`config.mk`:
```
export PLATFORM = sky130hd
export DESIGN_NAME = id_hazard_scoreboard
export DESIGN_NICKNAME = d
export VERILOG_FILES = /design/src/rtl/id_hazard_pkg.sv /design/src/rtl/id_operand_use.sv /design/src/rtl/id_hazard_scoreboard.sv
export SDC_FILE = /design/constraint.sdc
export NUM_CORES = 1
export LEC_CHECK = 0
export ABC_AREA = 1
export CORE_UTILIZATION = 35
export CTS_CLUSTER_SIZE = 40
export DETAILED_ROUTE_END_ITERATION = 16
export PLACE_DENSITY = 0.5
export SKIP_LAST_GASP = 1
export SYNTH_ARGS = -nofsm -noshare
export SYNTH_HDL_FRONTEND = slang
export SYNTH_HIERARCHICAL = 1
export SYNTH_SLANG_ARGS = --single-unit
```
`constraint.sdc`:
```
create_clock -name clk -period 3.7 [get_ports clk]
set_clock_uncertainty 0.1 [all_clocks]
set_input_delay 0.555 -clock clk [delete_from_list [all_inputs] [get_ports clk]]
set_output_delay 0.555 -clock clk [all_outputs]
set_load 0.01 [all_outputs]
```
`src/rtl/id_hazard_pkg.sv`:
```
// id_hazard_pkg: shared opcodes, FSM state type and operand-use record for the
// decode-stage hazard scoreboard and the decode stage itself.
package id_hazard_pkg;

  localparam logic [6:0] OP_R    = 7'b0110011;
  localparam logic [6:0] OP_I    = 7'b0010011;
  localparam logic [6:0] OP_LOAD = 7'b0000011;
  localparam logic [6:0] OP_JALR = 7'b1100111;
  localparam logic [6:0] OP_S    = 7'b0100011;
  localparam logic [6:0] OP_JAL  = 7'b1101111;

  typedef enum logic [1:0] {
    RUN   = 2'd0,
    STALL = 2'd1,
    DRAIN = 2'd2
  } hz_state_e;

  typedef struct packed {
    logic use_rs1;
    logic use_rs2;
    logic use_rd;
  } src_use_t;

endpackage

```
`src/rtl/id_operand_use.sv`:
```
// id_operand_use: decodes an opcode into which register fields the
// instruction reads and writes. Unknown opcodes use no registers at all.
module id_operand_use
  import id_hazard_pkg::*;
(
  input  logic [6:0] opcode,
  output src_use_t   src_use
);

  // Map each opcode class onto its rs1/rs2/rd usage
  always_comb begin
    src_use = '0;
    case (opcode)
      OP_R: begin
        src_use.use_rs1 = 1'b1;
        src_use.use_rs2 = 1'b1;
        src_use.use_rd  = 1'b1;
      end
      OP_I, OP_LOAD, OP_JALR: begin
        src_use.use_rs1 = 1'b1;
        src_use.use_rd  = 1'b1;
      end
      OP_S: begin
        src_use.use_rs1 = 1'b1;
        src_use.use_rs2 = 1'b1;
      end
      OP_JAL: begin
        src_use.use_rd = 1'b1;
      end
      default: src_use = '0;
    endcase
  end

endmodule

```
`src/rtl/id_hazard_scoreboard.sv`:
```
// id_hazard_scoreboard: tracks in-flight destination registers between issue
// and writeback, stalls decode on RAW and WAW-capacity hazards, discards the
// decode slot on a jump flush and offers a drain handshake for quiescing.
// Optional feature macro: SCOREBOARD_WB_BYPASS_EN lets a consumer issue in the
// same cycle as the writeback that retires its last pending source.
module id_hazard_scoreboard
  import id_hazard_pkg::*;
#(
  parameter int NUM_REGS    = 32,
  parameter int PEND_W      = 2,
  parameter int STALL_CNT_W = 16,
  localparam int INFL_W     = $clog2(NUM_REGS * (2 ** PEND_W))
) (
  input  logic                   clk,
  input  logic                   rst_n,
  input  logic                   id_valid_i,
  input  logic [31:0]            id_instr_i,
  output logic                   id_ready_o,
  output logic                   stall_o,
  input  logic                   flush_i,
  input  logic                   wb_valid_i,
  input  logic [4:0]             wb_rd_i,
  input  logic                   drain_req_i,
  output logic                   drain_ack_o,
  output logic [INFL_W-1:0]      inflight_o,
  output logic [STALL_CNT_W-1:0] stall_cycles_o,
  output logic                   wb_err_o
);

  localparam logic [PEND_W-1:0] CNT_MAX = '1;

  hz_state_e              state_q, state_d;
  logic [PEND_W-1:0]      cnt_q [NUM_REGS];
  logic [INFL_W-1:0]      inflight_q, inflight_d;
  logic [STALL_CNT_W-1:0] stall_cnt_q;
  logic                   wb_err_q, drain_ack_q;

  logic [4:0] rd, rs1, rs2;
  src_use_t   src_use;
  logic       rs1_used, rs2_used, rd_used;
  logic       rs1_busy, rs2_busy, hazard;
  logic       issue, inc_rd, wb_hit, wb_zero, dec_wb;
  logic       unused_instr_bits;

  assign rd  = id_instr_i[11:7];
  assign rs1 = id_instr_i[19:15];
  assign rs2 = id_instr_i[24:20];
  assign unused_instr_bits = ^{id_instr_i[31:25], id_instr_i[14:12]};

  id_operand_use u_operand_use (
    .opcode  (id_instr_i[6:0]),
    .src_use (src_use)
  );

  // x0 is never tracked, so a zero index counts as an unused field
  assign rs1_used = src_use.use_rs1 & (rs1 != 5'd0);
  assign rs2_used = src_use.use_rs2 & (rs2 != 5'd0);
  assign rd_used  = src_use.use_rd  & (rd  != 5'd0);

`ifdef SCOREBOARD_WB_BYPASS_EN
  // A source whose only pending write retires this cycle is forwarded by the register file
  assign rs1_busy = (cnt_q[rs1] != '0) &
                    ~((cnt_q[rs1] == PEND_W'(1)) & wb_valid_i & (wb_rd_i == rs1));
  assign rs2_busy = (cnt_q[rs2] != '0) &
                    ~((cnt_q[rs2] == PEND_W'(1)) & wb_valid_i & (wb_rd_i == rs2));
`else
  assign rs1_busy = (cnt_q[rs1] != '0);
  assign rs2_busy = (cnt_q[rs2] != '0);
`endif

  assign hazard = (rs1_used & rs1_busy) | (rs2_used & rs2_busy) |
                  (rd_used & (cnt_q[rd] == CNT_MAX));

  // Issue gating: drain wins over everything, a flush lets the slot drop without stalling
  always_comb begin
    id_ready_o = 1'b0;
    if (rst_n && (state_q != DRAIN) && !drain_req_i) begin
      id_ready_o = flush_i | ~hazard;
    end
  end

  assign stall_o = rst_n & id_valid_i & ~id_ready_o & ~flush_i;

  assign issue   = id_valid_i & id_ready_o & ~flush_i;
  assign inc_rd  = issue & rd_used;
  assign wb_hit  = wb_valid_i & (wb_rd_i != 5'd0);
  assign wb_zero = wb_hit & (cnt_q[wb_rd_i] == '0);
  assign dec_wb  = wb_hit & ~wb_zero;

  // Next FSM state; RUN and STALL behave alike for issue, STALL just marks a held slot
  always_comb begin
    state_d = state_q;
    case (state_q)
      RUN: begin
        if (drain_req_i) state_d = DRAIN;
        else if (id_valid_i && hazard && !flush_i) state_d = STALL;
      end
      STALL: begin
        if (drain_req_i) state_d = DRAIN;
        else if (issue || flush_i) state_d = RUN;
      end
      DRAIN: begin
        if (!drain_req_i) state_d = RUN;
      end
      default: state_d = RUN;
    endcase
  end

  // Total pending writes moves by one per cycle at most, so it is tracked directly
  always_comb begin
    inflight_d = inflight_q;
    if (inc_rd && !dec_wb) inflight_d = inflight_q + 1'b1;
    else if (dec_wb && !inc_rd) inflight_d = inflight_q - 1'b1;
  end

  // Per-register pending counts; issue and writeback on the same rd cancel out
  always_ff @(posedge clk) begin
    if (!rst_n) begin
      for (int i = 0; i < NUM_REGS; i++) cnt_q[i] <= '0;
    end else begin
      for (int i = 0; i < NUM_REGS; i++) begin
        if (inc_rd && (rd == 5'(i)) && !(dec_wb && (wb_rd_i == 5'(i))))
          cnt_q[i] <= cnt_q[i] + 1'b1;
        else if (dec_wb && (wb_rd_i == 5'(i)) && !(inc_rd && (rd == 5'(i))))
          cnt_q[i] <= cnt_q[i] - 1'b1;
      end
    end
  end

  // Control state, in-flight total, stall statistics, sticky error and drain acknowledge
  always_ff @(posedge clk) begin
    if (!rst_n) begin
      state_q     <= RUN;
      inflight_q  <= '0;
      stall_cnt_q <= '0;
      wb_err_q    <= 1'b0;
      drain_ack_q <= 1'b0;
    end else begin
      state_q    <= state_d;
      inflight_q <= inflight_d;
      if (stall_o && (stall_cnt_q != '1)) stall_cnt_q <= stall_cnt_q + 1'b1;
      if (wb_zero) wb_err_q <= 1'b1;
      drain_ack_q <= (state_d == DRAIN) && (inflight_d == '0);
    end
  end

  assign drain_ack_o    = drain_ack_q;
  assign inflight_o     = inflight_q;
  assign stall_cycles_o = stall_cnt_q;
  assign wb_err_o       = wb_err_q;

endmodule

```
Word-level counts from Yosys, hierarchy flattened --
Memories as Yosys holds them, arrays and structs flattened. Index checks and enable logic that the tools add are counted. W data, S select, Z words.
Word-level totals: bits in registers 27, bits in latches 0, memory bits (writable) 64, ROM bits 0, input port bits 43, memories 1
Memories:
- cnt_q | words 32, bits a word 2, read ports 36, clocked after Yosys merged registers in 0, wr ports 32, line id_hazard_scoreboard.sv:33 | logic [PEND_W-1:0] cnt_q [NUM_REGS];
Cells by class: add/sub/neg operators 67, multipliers 0, div/mod/pow operators 0, magnitude comparators 0, eq/ne operators 74, shift operators 0, mux-type cells 301, bitwise logic cells 86, reduce and logical (&&, ||, !) cells 219
Operator list (count):
- $mux W1 | 229
- $eq A5 B5 Y1 const B | 32
- $mux W2 | 69
- $logic_and A1 B1 Y1 | 136
- $eq A5 B4 Y1 const B | 16
- $logic_not A1 Y1 | 68
- $or A1 B1 Y1 | 67
- $add A2 B1 Y2 const B | 32
- $sub A2 B1 Y2 const B | 32
- $eq A5 B3 Y1 const B | 8
- $eq A5 B2 Y1 const B | 4
- $reduce_bool A5 Y1 | 4
- $add A16 B1 Y16 const B | 1
- $ne A16 B16 Y1 const B | 1
- $and A1 B1 Y1 | 15
- $eq A7 B6 Y1 const B | 2
- $eq A7 B7 Y1 const B | 2
- $mux W7 | 2
- $eq A5 B1 Y1 const B | 2
- $logic_not A5 Y1 | 2
- $reduce_or A5 Y1 | 2
- $add A7 B1 Y7 const B | 1
- $eq A7 B2 Y1 const B | 1
- $eq A7 B5 Y1 const B | 1
- 11 further kinds | 18

Depth between registers and ports, before layout --
Gate-level depths: netlist (run 1).
depth in word-level cells 21, mapped depth 22

Cells and area by module --
The synthesis (run 1) kept the hierarchy.
By module, submodules not included:
- id_hazard_scoreboard | instances 1, cells an instance 1115, area each 7155.6 um^2, sequential area each 2462.4 um^2
- id_operand_use | instances 1, cells an instance 16, area each 76.3 um^2, sequential area each 0.0 um^2

Worst setup path before layout (run 1) --
No wires, ideal clock.
path type input-to-reg, start point input port id_instr_i[16], end point memory cnt_q[1][0] (enable), data arrival time 2.387 ns, setup slack 0.915 ns, stages 18, cells stage by stage buf_2 > nor2_1 > and2_1 > nor2_1 > nand2_1 > nand3_1 > nand2_1 > nand2_1 > nand3_1 > nand3_2 > nand2_2 > nand3_4 > nor2_4 > nand2_1 > or3_1 > nand2_1 > inv_2 > nand2_1
RTL lines:
- start: declaration | line id_hazard_scoreboard.sv:17 | input logic [31:0] id_instr_i,
- end: declaration | line id_hazard_scoreboard.sv:33

Worst setup path after layout (run 1) --
start point input port id_instr_i[8], end point output port stall_o
On the way: cells in the longest elaborated chain, start to end 10, elaborated cells between the ends (all ways) 12, those cells by class 1 x eq/ne; 1 x mux; 8 x bitwise; 1 x reduce/logical; 1 x memory
Ends and longest elaborated chain:
- $mem_v2 Z32 W2 or $reduce_bool A5 Y1 (tied branches)
- $eq A2 B2 Y1 or $and A1 B1 Y1 (tied branches) | line id_hazard_scoreboard.sv:72, id_hazard_scoreboard.sv:58
- $and A1 B1 Y1 * | line id_hazard_scoreboard.sv:72 | (rd_used & (cnt_q[rd] == CNT_MAX));
- $or A1 B1 Y1 * | line id_hazard_scoreboard.sv:71 | assign hazard = (rs1_used & rs1_busy) | (rs2_used & rs2_busy) |
- $not A1 Y1 * | line id_hazard_scoreboard.sv:78 | id_ready_o = flush_i | ~hazard;
- $or A1 B1 Y1 * | line id_hazard_scoreboard.sv:78
- $mux W1 * | line id_hazard_scoreboard.sv:77 | if (rst_n && (state_q != DRAIN) && !drain_req_i) begin
- $not A1 Y1 * | line id_hazard_scoreboard.sv:82 | assign stall_o = rst_n & id_valid_i & ~id_ready_o & ~flush_i;
- $and A1 B1 Y1 * (2 in a row) | line id_hazard_scoreboard.sv:82
- end: declaration | line id_hazard_scoreboard.sv:19 | output logic stall_o,
Mark *: on every way between the ends. The rest lies on a longest branch, timed or not.

==> results of run 1 <==
-- cells in the mapped netlist (2+ instances only) --
cell	n	area [sq um]
sky130_fd_sc_hd__nand3_2	2	20.0
sky130_fd_sc_hd__nand4_1	20	125
sky130_fd_sc_hd__o2111ai_2	3	45.0
sky130_fd_sc_hd__o2111ai_1	2	17.5
sky130_fd_sc_hd__nand2_1	363	1360
sky130_fd_sc_hd__buf_2	14	70.1
sky130_fd_sc_hd__o22ai_1	7	43.8
sky130_fd_sc_hd__xnor2_1	9	78.8
sky130_fd_sc_hd__ha_1	3	37.5
sky130_fd_sc_hd__buf_6	4	45.0
sky130_fd_sc_hd__inv_2	8	30.0
sky130_fd_sc_hd__nor2_2	7	43.8
sky130_fd_sc_hd__xor2_1	18	158
sky130_fd_sc_hd__nor3_1	11	55.1
sky130_fd_sc_hd__dfxtp_1	27	541
sky130_fd_sc_hd__nand3_1	87	435
sky130_fd_sc_hd__nor2_1	152	571
sky130_fd_sc_hd__buf_1	4	15.0
sky130_fd_sc_hd__mux2_1	2	22.5
sky130_fd_sc_hd__mux2_2	9	101
sky130_fd_sc_hd__buf_4	3	22.5
sky130_fd_sc_hd__o21ai_0	69	345
sky130_fd_sc_hd__nor2_4	3	33.8
sky130_fd_sc_hd__a31oi_1	5	31.3
sky130_fd_sc_hd__o21ai_1	13	65.1
sky130_fd_sc_hd__inv_1	126	473
sky130_fd_sc_hd__and2_1	2	12.5
sky130_fd_sc_hd__edfxtp_1	64	1920
sky130_fd_sc_hd__clkbuf_1	11	41.3
sky130_fd_sc_hd__a21oi_1	62	310
sky130_fd_sc_hd__nand2_2	6	37.5
-- per-layer routing --
metal / share of wire / GRT usage
met1: 0.48 / 0.339
met4: 0.019 / 0.0726
met3: 0.080 / 0.0461
met2: 0.42 / 0.350
met5: 0 / 0
-- cell families after synthesis --
logic type	after synthesis	synth area share
mux	12	0.0185
xor+xnor	27	0.0327
simple gates	657	0.378
flops	91	0.340
buf+inv	171	0.0969
fa+ha+maj	3	0.00519
compound gates	169	0.128
other cells	1	0.000519
-- area by class of cell --
type,instances,area (sq um),share of cell area
clock buffer,10,239,0.0266
timing repair buffer,139,1310,0.146
tap,270,338,0.0376
inverter,135,507,0.0563
sequential,91,2460,0.274
multi-input combinational,870,4090,0.454
clock inverter,6,50.0,0.00556
-- flip-flops by register name, indices dropped and copies added (netlist names) --
signal,cells
cnt_q,64
stall_cycles_o,16
inflight_o,7
state_q,2
drain_ack_o,1
wb_err_o,1
-- per-stage QoR --
| step | area (sq um) | TNS, ns | worst slack, ns | utilization | power [W] |
|---|---|---|---|---|---|
| 2_1_floorplan | 7240 | 0 | 0.915 | - | 0.00160 |
| 3_3_place_gp | 8650 | -1.82 | -0.148 | 0.428 | 0.00188 |
| 4_1_cts | 8970 | 0 | 0.0135 | 0.444 | 0.00283 |
| 5_1_grt | 9000 | 0 | 0.0175 | 0.445 | 0.00297 |
| 3_5_place_dp | 8650 | -3.75 | -0.178 | 0.428 | 0.00188 |
| 6_report | 9000 | 0 | 0.219 | 0.445 | 0.00282 |
-- how the worst min path moves through the flow --
stage	cells past startpoint	slack [ns]	to	startpoint
final	2	0.37	wb_err_o	wb_err_o
after global routing	2	0.42	wb_err_o	wb_err_o
after CTS	2	0.38	wb_err_o	wb_err_o
after detailed placement	2	0.36	wb_err_o	wb_err_o
after global placement	2	0.35	wb_err_o	wb_err_o
after floorplan	1	0.39	stall_cycles_o[10]	stall_cycles_o[10]
-- worst min-delay path: stages (launching register included) --
cell	delay (ns)
sky130_fd_sc_hd__dfxtp_1	0.33
sky130_fd_sc_hd__a21oi_1	0.04
sky130_fd_sc_hd__nor2_1	0.07
-- power by group --
part	internal [W]	leakage [nW]	switching, W
combinational	0.000263	3.04	0.000395
sequential	0.00115	0.874	0.0000657
clock	0.000488	0.147	0.000452
total	0.00190	4.06	0.000913
-- timing repair --
item,CTS,global route
buffers inserted,0,1
gates cloned,1,0
endpoints found under the hold margin,0,0
endpoints found under the setup margin,2,2
gates resized for setup,6,7
==> results.txt, run 1 <==
The final-report max-slew violation count is 0. Synthesis produced a netlist whose cell count is 1,131. Static timing analysis puts the maximum clock frequency at 287 MHz.

The peak supply drop came out at 0.228 mV. The dominant register cell in the synthesized netlist is sky130_fd_sc_hd__edfxtp_1. The reg2reg setup slack came out at 0.50 ns. For this run the aggregate overflow at the end of global routing stands at 0. 70 I/O pins were placed. The portion of the post-synthesis area used by sequential elements is 0.340. At the end of the flow, the number of nets in the layout was 1,292. Detailed routing inserted a total of 7,619 vias. For this design the ratio of total power to cell area is 313 nW/um^2. The die boundary height came out at 146 microns. The number of hold violations in the final report is 0. The actual slew at the worst max-slew pin is 0.584 ns. The root buffer cell chosen for the clock tree is sky130_fd_sc_hd__clkbuf_16. The clock-pin slew reported for the worst setup and hold paths after clock tree synthesis came out at 0.07 ns. In this run the worst path has a maximum fanout of 7. The placer's final routability congestion estimate came out at 0.884. For this run, design rule violations remaining after detail routing come to 0. The number of instances in the placed design came out at 1,503. In the finished design, the share of the clock period the worst path needs comes to 0.941. The most critical setup path has its startpoint at id_instr_i[8]. The count of flip-flops with a built-in enable after synthesis came out at 64.

The detailed-route wire length is 24,100 microns. The number of antenna violations at the first check in global routing is 0. The most critical setup path has its endpoint at stall_o. The worst setup path is launched from a primary input. The TritonCTS clock tree is built.

The number of global-route vias before repair is 7,153. The global-route usage over all layers came out at 0.235. In this run, synthesis produced a sequential element count of 91. The signed area change from the synthesized netlist to the final layout is 24.4%.

The count of unique library cells instantiated by Yosys came out at 46. The violation count after the first detailed-route iteration came out at 590. The clock latency at the later pin of the worst-skew pair is 0.36 ns.

The delay of the slowest critical-path stage is 0.45 ns. In the final layout, the share of cells above drive strength 1 is 0.113. The number of synthesis warnings came out at 6. The global-route wire length before repair came out at 38,500 microns. The synthesized area per cell came out at 6.39 sq um. The top cell types in the final layout, fill and taps aside, are sky130_fd_sc_hd__nand2_1 (363), sky130_fd_sc_hd__nor2_1 (151), sky130_fd_sc_hd__inv_1 (125). The post-detailed-placement half-perimeter wirelength is 18,300 microns.

The data required time at the worst endpoint is 3.04 ns. TritonCTS created 9 clock buffers. The setup path with the least slack is of type primary input to primary output. The clock net in this run drives a total of 91 sinks. Counting buffers and inverters, the worst setup path is 17 cells deep. The arrival time of data at the critical path endpoint came out at 2.83 ns. The number of antenna diodes in the final layout is 0. The worst register-to-register path ends at cnt_q[1][0].

The initial utilization of the core area, before any placement, comes to 0.357. The cell row count came out at 52. In this run the remaining antenna-violating nets after routing total 0. The quantity of I/O buffers inserted on ports came out at 59. The type of the tightest min-delay check is register to register. STA classifies the critical path endpoint as a primary output. The area of the core region is 20,200 sq um. Counting both buffers and inverters, the worst setup path holds a total of 5.

The count of final setup violators came out at 0. The category of cells accounting for the largest share of critical-path delay is buffers and inverters. The async set or reset register ratio after synthesis came out at 0. The cts-stage hold buffer count is 0. The cell type with the highest occurrence count on the critical path is sky130_fd_sc_hd__nand2_1. The flow ran to the end, and the final reports show no timing, DRC or antenna violations. The iteration count of the initial detailed-routing pass is 5. The worst slew margin relative to its limit came out at 0.611. The average routed wire per standard cell is 15.9 microns. The worst register-to-register path begins at cnt_q[6][0].

The final instance count without filler cells came out at 1,521. In this run the static leakage power is 4.06 nW. Entering global routing, the biggest net connects 47 pins. The smallest hold slack came out at 0.369 ns.

The number of buffers between clock root and the deepest sink came out at 2. Walking the worst path, the cells encountered are clkdlybuf4s50_1 > buf_6 > nor2_1 > buf_4 > nand2_1 > nand3_1 > nand2_1 > nand2_1 > o21ai_2 > nand2_1 > nand3_1 > nand3_2 > nand2_2 > nand2_1 > inv_1 > nor4_1 > dlygate4sd2_1. The H-tree depth reported by CTS is 3. Max-cap violations in this run came to 0. Leaving out fill and tap cells, the most frequent cell in the layout is sky130_fd_sc_hd__nand2_1. Summing every instance area after synthesis gives 7230 sq um.

The layout has 2,170 filler cells. The largest individual stage delay along the critical path comes from the cell sky130_fd_sc_hd__clkdlybuf4s50_1. The time the worst path needs with I/O delays and setup came out at 3.48 ns. The detailed-route vias per instance is 5.01. Setup repair after global routing left no endpoint under its margin. The die covers 21,200 sq um. The worst reg-to-reg path cell count came out at 14. The die outline width is 146 microns.
(Power assumes the default switching activity.)
==> run 2: changes to the inputs <==
SYNTH_HIERARCHICAL = default   (was 1)
==> results.txt, run 2 <==
The end point of the most critical hold path is wb_err_o (unchanged). The number of global-route vias before repair is 7,461 (was 7,153). The adder-cell share of the synthesized area was 0.00489 (was 0.00519). The count of flip-flops with a built-in enable after synthesis is 64 (unchanged).

The iteration count of the initial detailed-routing pass is 6 (was 5). The netlist area before placement came to 7680 sq um (was 7230 sq um). The cell row count is 53 (was 52). The detailed-route wire length is 25,800 microns (was 24,100 microns).

The DRC violation count after routing was 0 (unchanged). The gate count of the mapped netlist came out at 1,248 (was 1,131). The critical hold path startpoint is wb_err_o (unchanged). The type of the tightest min-delay check is register to register (unchanged).

The largest family of logic cells by synthesized area is simple AND/OR/NAND/NOR gates (unchanged). The flip-flop count of the largest register after layout came out at 64 (unchanged). The pin count of the biggest net entering global routing is 72 (was 47). The reg2reg setup slack is 0.56 ns (was 0.50 ns). The sum of negative setup slack came out at 0 ns (unchanged). The global-route usage over all layers is 0.238 (was 0.235). List of most frequent post-synthesis cells: sky130_fd_sc_hd__nand2_1 (447), sky130_fd_sc_hd__nor2_1 (198), sky130_fd_sc_hd__inv_1 (125) (was sky130_fd_sc_hd__nand2_1 (363), sky130_fd_sc_hd__nor2_1 (152), sky130_fd_sc_hd__inv_1 (126)). The final period utilization is 0.946 (was 0.941). The cts-stage hold buffer count was 0 (unchanged). The area of the core region was 21,300 sq um (was 20,200 sq um). Outcome: complete, no violations (unchanged). The count of unique library cells instantiated by Yosys is 45 (was 46). The achievable frequency came out at 286 MHz (was 287 MHz).

The max-capacitance violation count is 0 (unchanged). The portion of the post-synthesis area used by sequential elements is 0.320 (was 0.340). The quantity of I/O buffers inserted on ports is 59 (unchanged). The violation count after the first detailed-route iteration came to 697 (was 590). The synthesized area per cell came out at 6.16 sq um (was 6.39 sq um). The average routed wire per standard cell is 15.7 microns (was 15.9 microns). The biggest fanout along the worst timing path is 7 (unchanged). The residual overflow from global routing was 0 (unchanged). The worst reg-to-reg path cell count is 18 (was 14).

The antenna violation net count after detailed routing came to 0 (unchanged). The number of synthesis warnings came out at 0 (was 6). The post-synthesis share of cell area spent on xor and xnor gates came out at 0.0479 (was 0.0327). The detailed-route vias per instance came out at 5.00 (was 5.01). The die outline width came out at 150 microns (was 146 microns). The time the worst path needs with I/O delays and setup was 3.50 ns (was 3.48 ns). The launching point of the worst reg2reg path is cnt_q[10][0] (was cnt_q[6][0]). The leakage power of the design came out at 4.33 nW (was 4.06 nW). The placer's final routability congestion estimate is 0.929 (was 0.884). The net total in the final layout was 1,405 (was 1,292). The worst reg2reg path endpoint was cnt_q[9][0] (was cnt_q[1][0]).

Leading cell types in the layout, fill and taps excluded: sky130_fd_sc_hd__nand2_1 (447), sky130_fd_sc_hd__nor2_1 (197), sky130_fd_sc_hd__inv_1 (125) (was sky130_fd_sc_hd__nand2_1 (363), sky130_fd_sc_hd__nor2_1 (151), sky130_fd_sc_hd__inv_1 (125)). The antenna diode count is 0 (unchanged). The clock latency at the later pin of the worst-skew pair came out at 0.36 ns (about the same). The peak supply drop was 0.200 mV (was 0.228 mV). The worst hold path cell count is 2 (unchanged).

The worst slew margin relative to its limit came out at 0.410 (was 0.611). The initial core utilization is 0.361 (was 0.357). Setup repair after global routing missed its margin: false (unchanged). The global-route wire length before repair came out at 40,600 microns (was 38,500 microns). The number of clock sinks seen by CTS is 91 (unchanged). The number of buffers between clock root and the deepest sink came to 2 (unchanged). The most frequent standard cell in the layout excluding fill and tap cells is sky130_fd_sc_hd__nand2_1 (unchanged). Biggest area contributors in the synthesized netlist: sky130_fd_sc_hd__edfxtp_1 (25%), sky130_fd_sc_hd__nand2_1 (22%), sky130_fd_sc_hd__nor2_1 (9.7%), sky130_fd_sc_hd__dfxtp_1 (7.0%), sky130_fd_sc_hd__nand3_1 (7.0%) (was sky130_fd_sc_hd__edfxtp_1 (27%), sky130_fd_sc_hd__nand2_1 (19%), sky130_fd_sc_hd__nor2_1 (7.9%), sky130_fd_sc_hd__dfxtp_1 (7.5%), sky130_fd_sc_hd__inv_1 (6.5%)). The area share of the largest cell type after synthesis came out at 0.250 (was 0.266). The TritonCTS clock tree is built (unchanged). The I/O pin count is 70 (unchanged). The critical path capture point type is a primary output (unchanged). The number of antenna violations at the first check in global routing came out at 0 (unchanged). The multiplexer share of the synthesized area is 0.00277 (was 0.0185). The routed via count is 8,195 (was 7,619). The signed area change from the synthesized netlist to the final layout came out at 22.9% (was 24.4%). The share of cells above drive strength 1 came out at 0.106 (was 0.113). The most area-hungry cell type in the Yosys netlist is sky130_fd_sc_hd__edfxtp_1 (unchanged). The arrival time of data at the critical path endpoint was 2.84 ns (was 2.83 ns). The final-report max-slew violation count came out at 0 (unchanged). The actual slew at the worst max-slew pin is 0.885 ns (was 0.584 ns). The total power draw is 0.00294 W (was 0.00282 W). The post-detailed-placement half-perimeter wirelength is 19,600 microns (was 18,300 microns). The clock-pin slew reported for the worst setup and hold paths after clock tree synthesis is 0.07 ns (about the same). The largest register by flop count is cnt_q (unchanged). The startpoint kind of the worst setup timing path is a primary input (unchanged). The data required time at the worst endpoint was 3.04 ns (about the same). The compound-cell area share of the yosys netlist is 0.0944 (was 0.128).

The worst setup path category is primary input to primary output (unchanged). The count of state elements after synthesis is 91 (unchanged). The overall die area is 22,500 sq um (was 21,200 sq um).

The H-tree depth reported by CTS came out at 3 (unchanged). The number of buffers added by the clock tree synthesis step came to 9 (unchanged). The die boundary height came out at 150 microns (was 146 microns).

The count of final setup violators came out at 0 (unchanged). The cell at the root of the clock tree was sky130_fd_sc_hd__clkbuf_16 (unchanged). The dominant register cell in the synthesized netlist is sky130_fd_sc_hd__edfxtp_1 (unchanged). The number of hold violations in the final report came out at 0 (unchanged). The cell area power density came out at 311 nW/um^2 (was 313 nW/um^2).

The async set or reset register ratio after synthesis came out at 0 (unchanged). The most frequent cell after synthesis is sky130_fd_sc_hd__nand2_1 (unchanged). The basic-gate share of the synthesized area counting and, or, nand and nor cells is 0.433 (was 0.378).
[run 2: worst max-delay path, stage by stage]
cell,delay (ns)
sky130_fd_sc_hd__clkdlybuf4s50_1,0.51
sky130_fd_sc_hd__buf_12,0.14
sky130_fd_sc_hd__inv_2,0.06
sky130_fd_sc_hd__nor2_4,0.19
sky130_fd_sc_hd__nand2_1,0.08
sky130_fd_sc_hd__nand3_1,0.08
sky130_fd_sc_hd__nand2_1,0.05
sky130_fd_sc_hd__nand2_1,0.07
sky130_fd_sc_hd__o21ai_1,0.06
sky130_fd_sc_hd__nand2_1,0.07
sky130_fd_sc_hd__nand3_1,0.11
sky130_fd_sc_hd__nand3_2,0.13
sky130_fd_sc_hd__nand2_2,0.07
sky130_fd_sc_hd__nand2_2,0.07
sky130_fd_sc_hd__inv_2,0.05
sky130_fd_sc_hd__nor4_4,0.34
sky130_fd_sc_hd__buf_2,0.20
[run 2: worst max-delay path by stage]
stage                               from       to  slack, ns  cells past startpoint
after floorplan           id_instr_i[16]  stall_o       0.82                     16
after global routing      id_instr_i[21]  stall_o       0.02                     17
after global placement     id_instr_i[7]  stall_o      -0.18                     17
after CTS                  id_instr_i[7]  stall_o       0.10                     17
after detailed placement   id_instr_i[7]  stall_o      -0.20                     17
final                      id_instr_i[8]  stall_o       0.20                     17
[run 2: per-layer routing]
layer	track usage	vias up	routed length [microns]
met4	0.0712	0	505
met5	0	-	0
met3	0.0379	27	1740
met2	0.353	276	10800
met1	0.352	3693	12700
li1	-	4199	-
[run 2: report_power, final]
group          switching, W  internal [W]
clock network      0.000467      0.000510
logic              0.000434      0.000294
registers         0.0000736       0.00116
[run 2: area by class of cell]
type / instances / area (sq um)
Multi-Input combinational cell: 984 / 4500
Inverter: 133 / 504
Clock buffer: 10 / 250
Timing Repair Buffer: 140 / 1330
Clock inverter: 6 / 52.6
Fill cell: 2285 / 11800
Sequential cell: 91 / 2460
Tap cell: 275 / 344
[run 2: cell families (layout without fill, tap and decap cells)]
group,count (synthesis),after routing
and+or+nand+nor,803,803
buffers and inverters,174,289
AOI/OAI and AO/OA,132,132
DFF,91,91
xor gates and xnor gates,42,42
adders and majority gates,3,3
muxes,2,2
other,1,2
[run 2: what timing repair did]
action                                  CTS  global route
gates resized for setup                   4            11
pin swaps                                 0             1
setup buffers                             2             0
endpoints found under the setup margin    2             1
cloned                                    0             1
[run 2: stage by stage]
step / hold slack [ns] / std cells / setup WS [ns] / cell area, sq um / utilization
4_1_cts: 0.385 / 1638 / 0.103 / 9400 / 0.442
3_3_place_gp: 0.356 / 1620 / -0.185 / 9080 / 0.426
3_5_place_dp: 0.364 / 1620 / -0.203 / 9080 / 0.426
5_1_grt: 0.391 / 1639 / 0.0152 / 9440 / 0.444
2_1_floorplan: 0.343 / 1249 / 0.823 / 7690 / -
6_report: 0.378 / 1639 / 0.200 / 9440 / 0.444
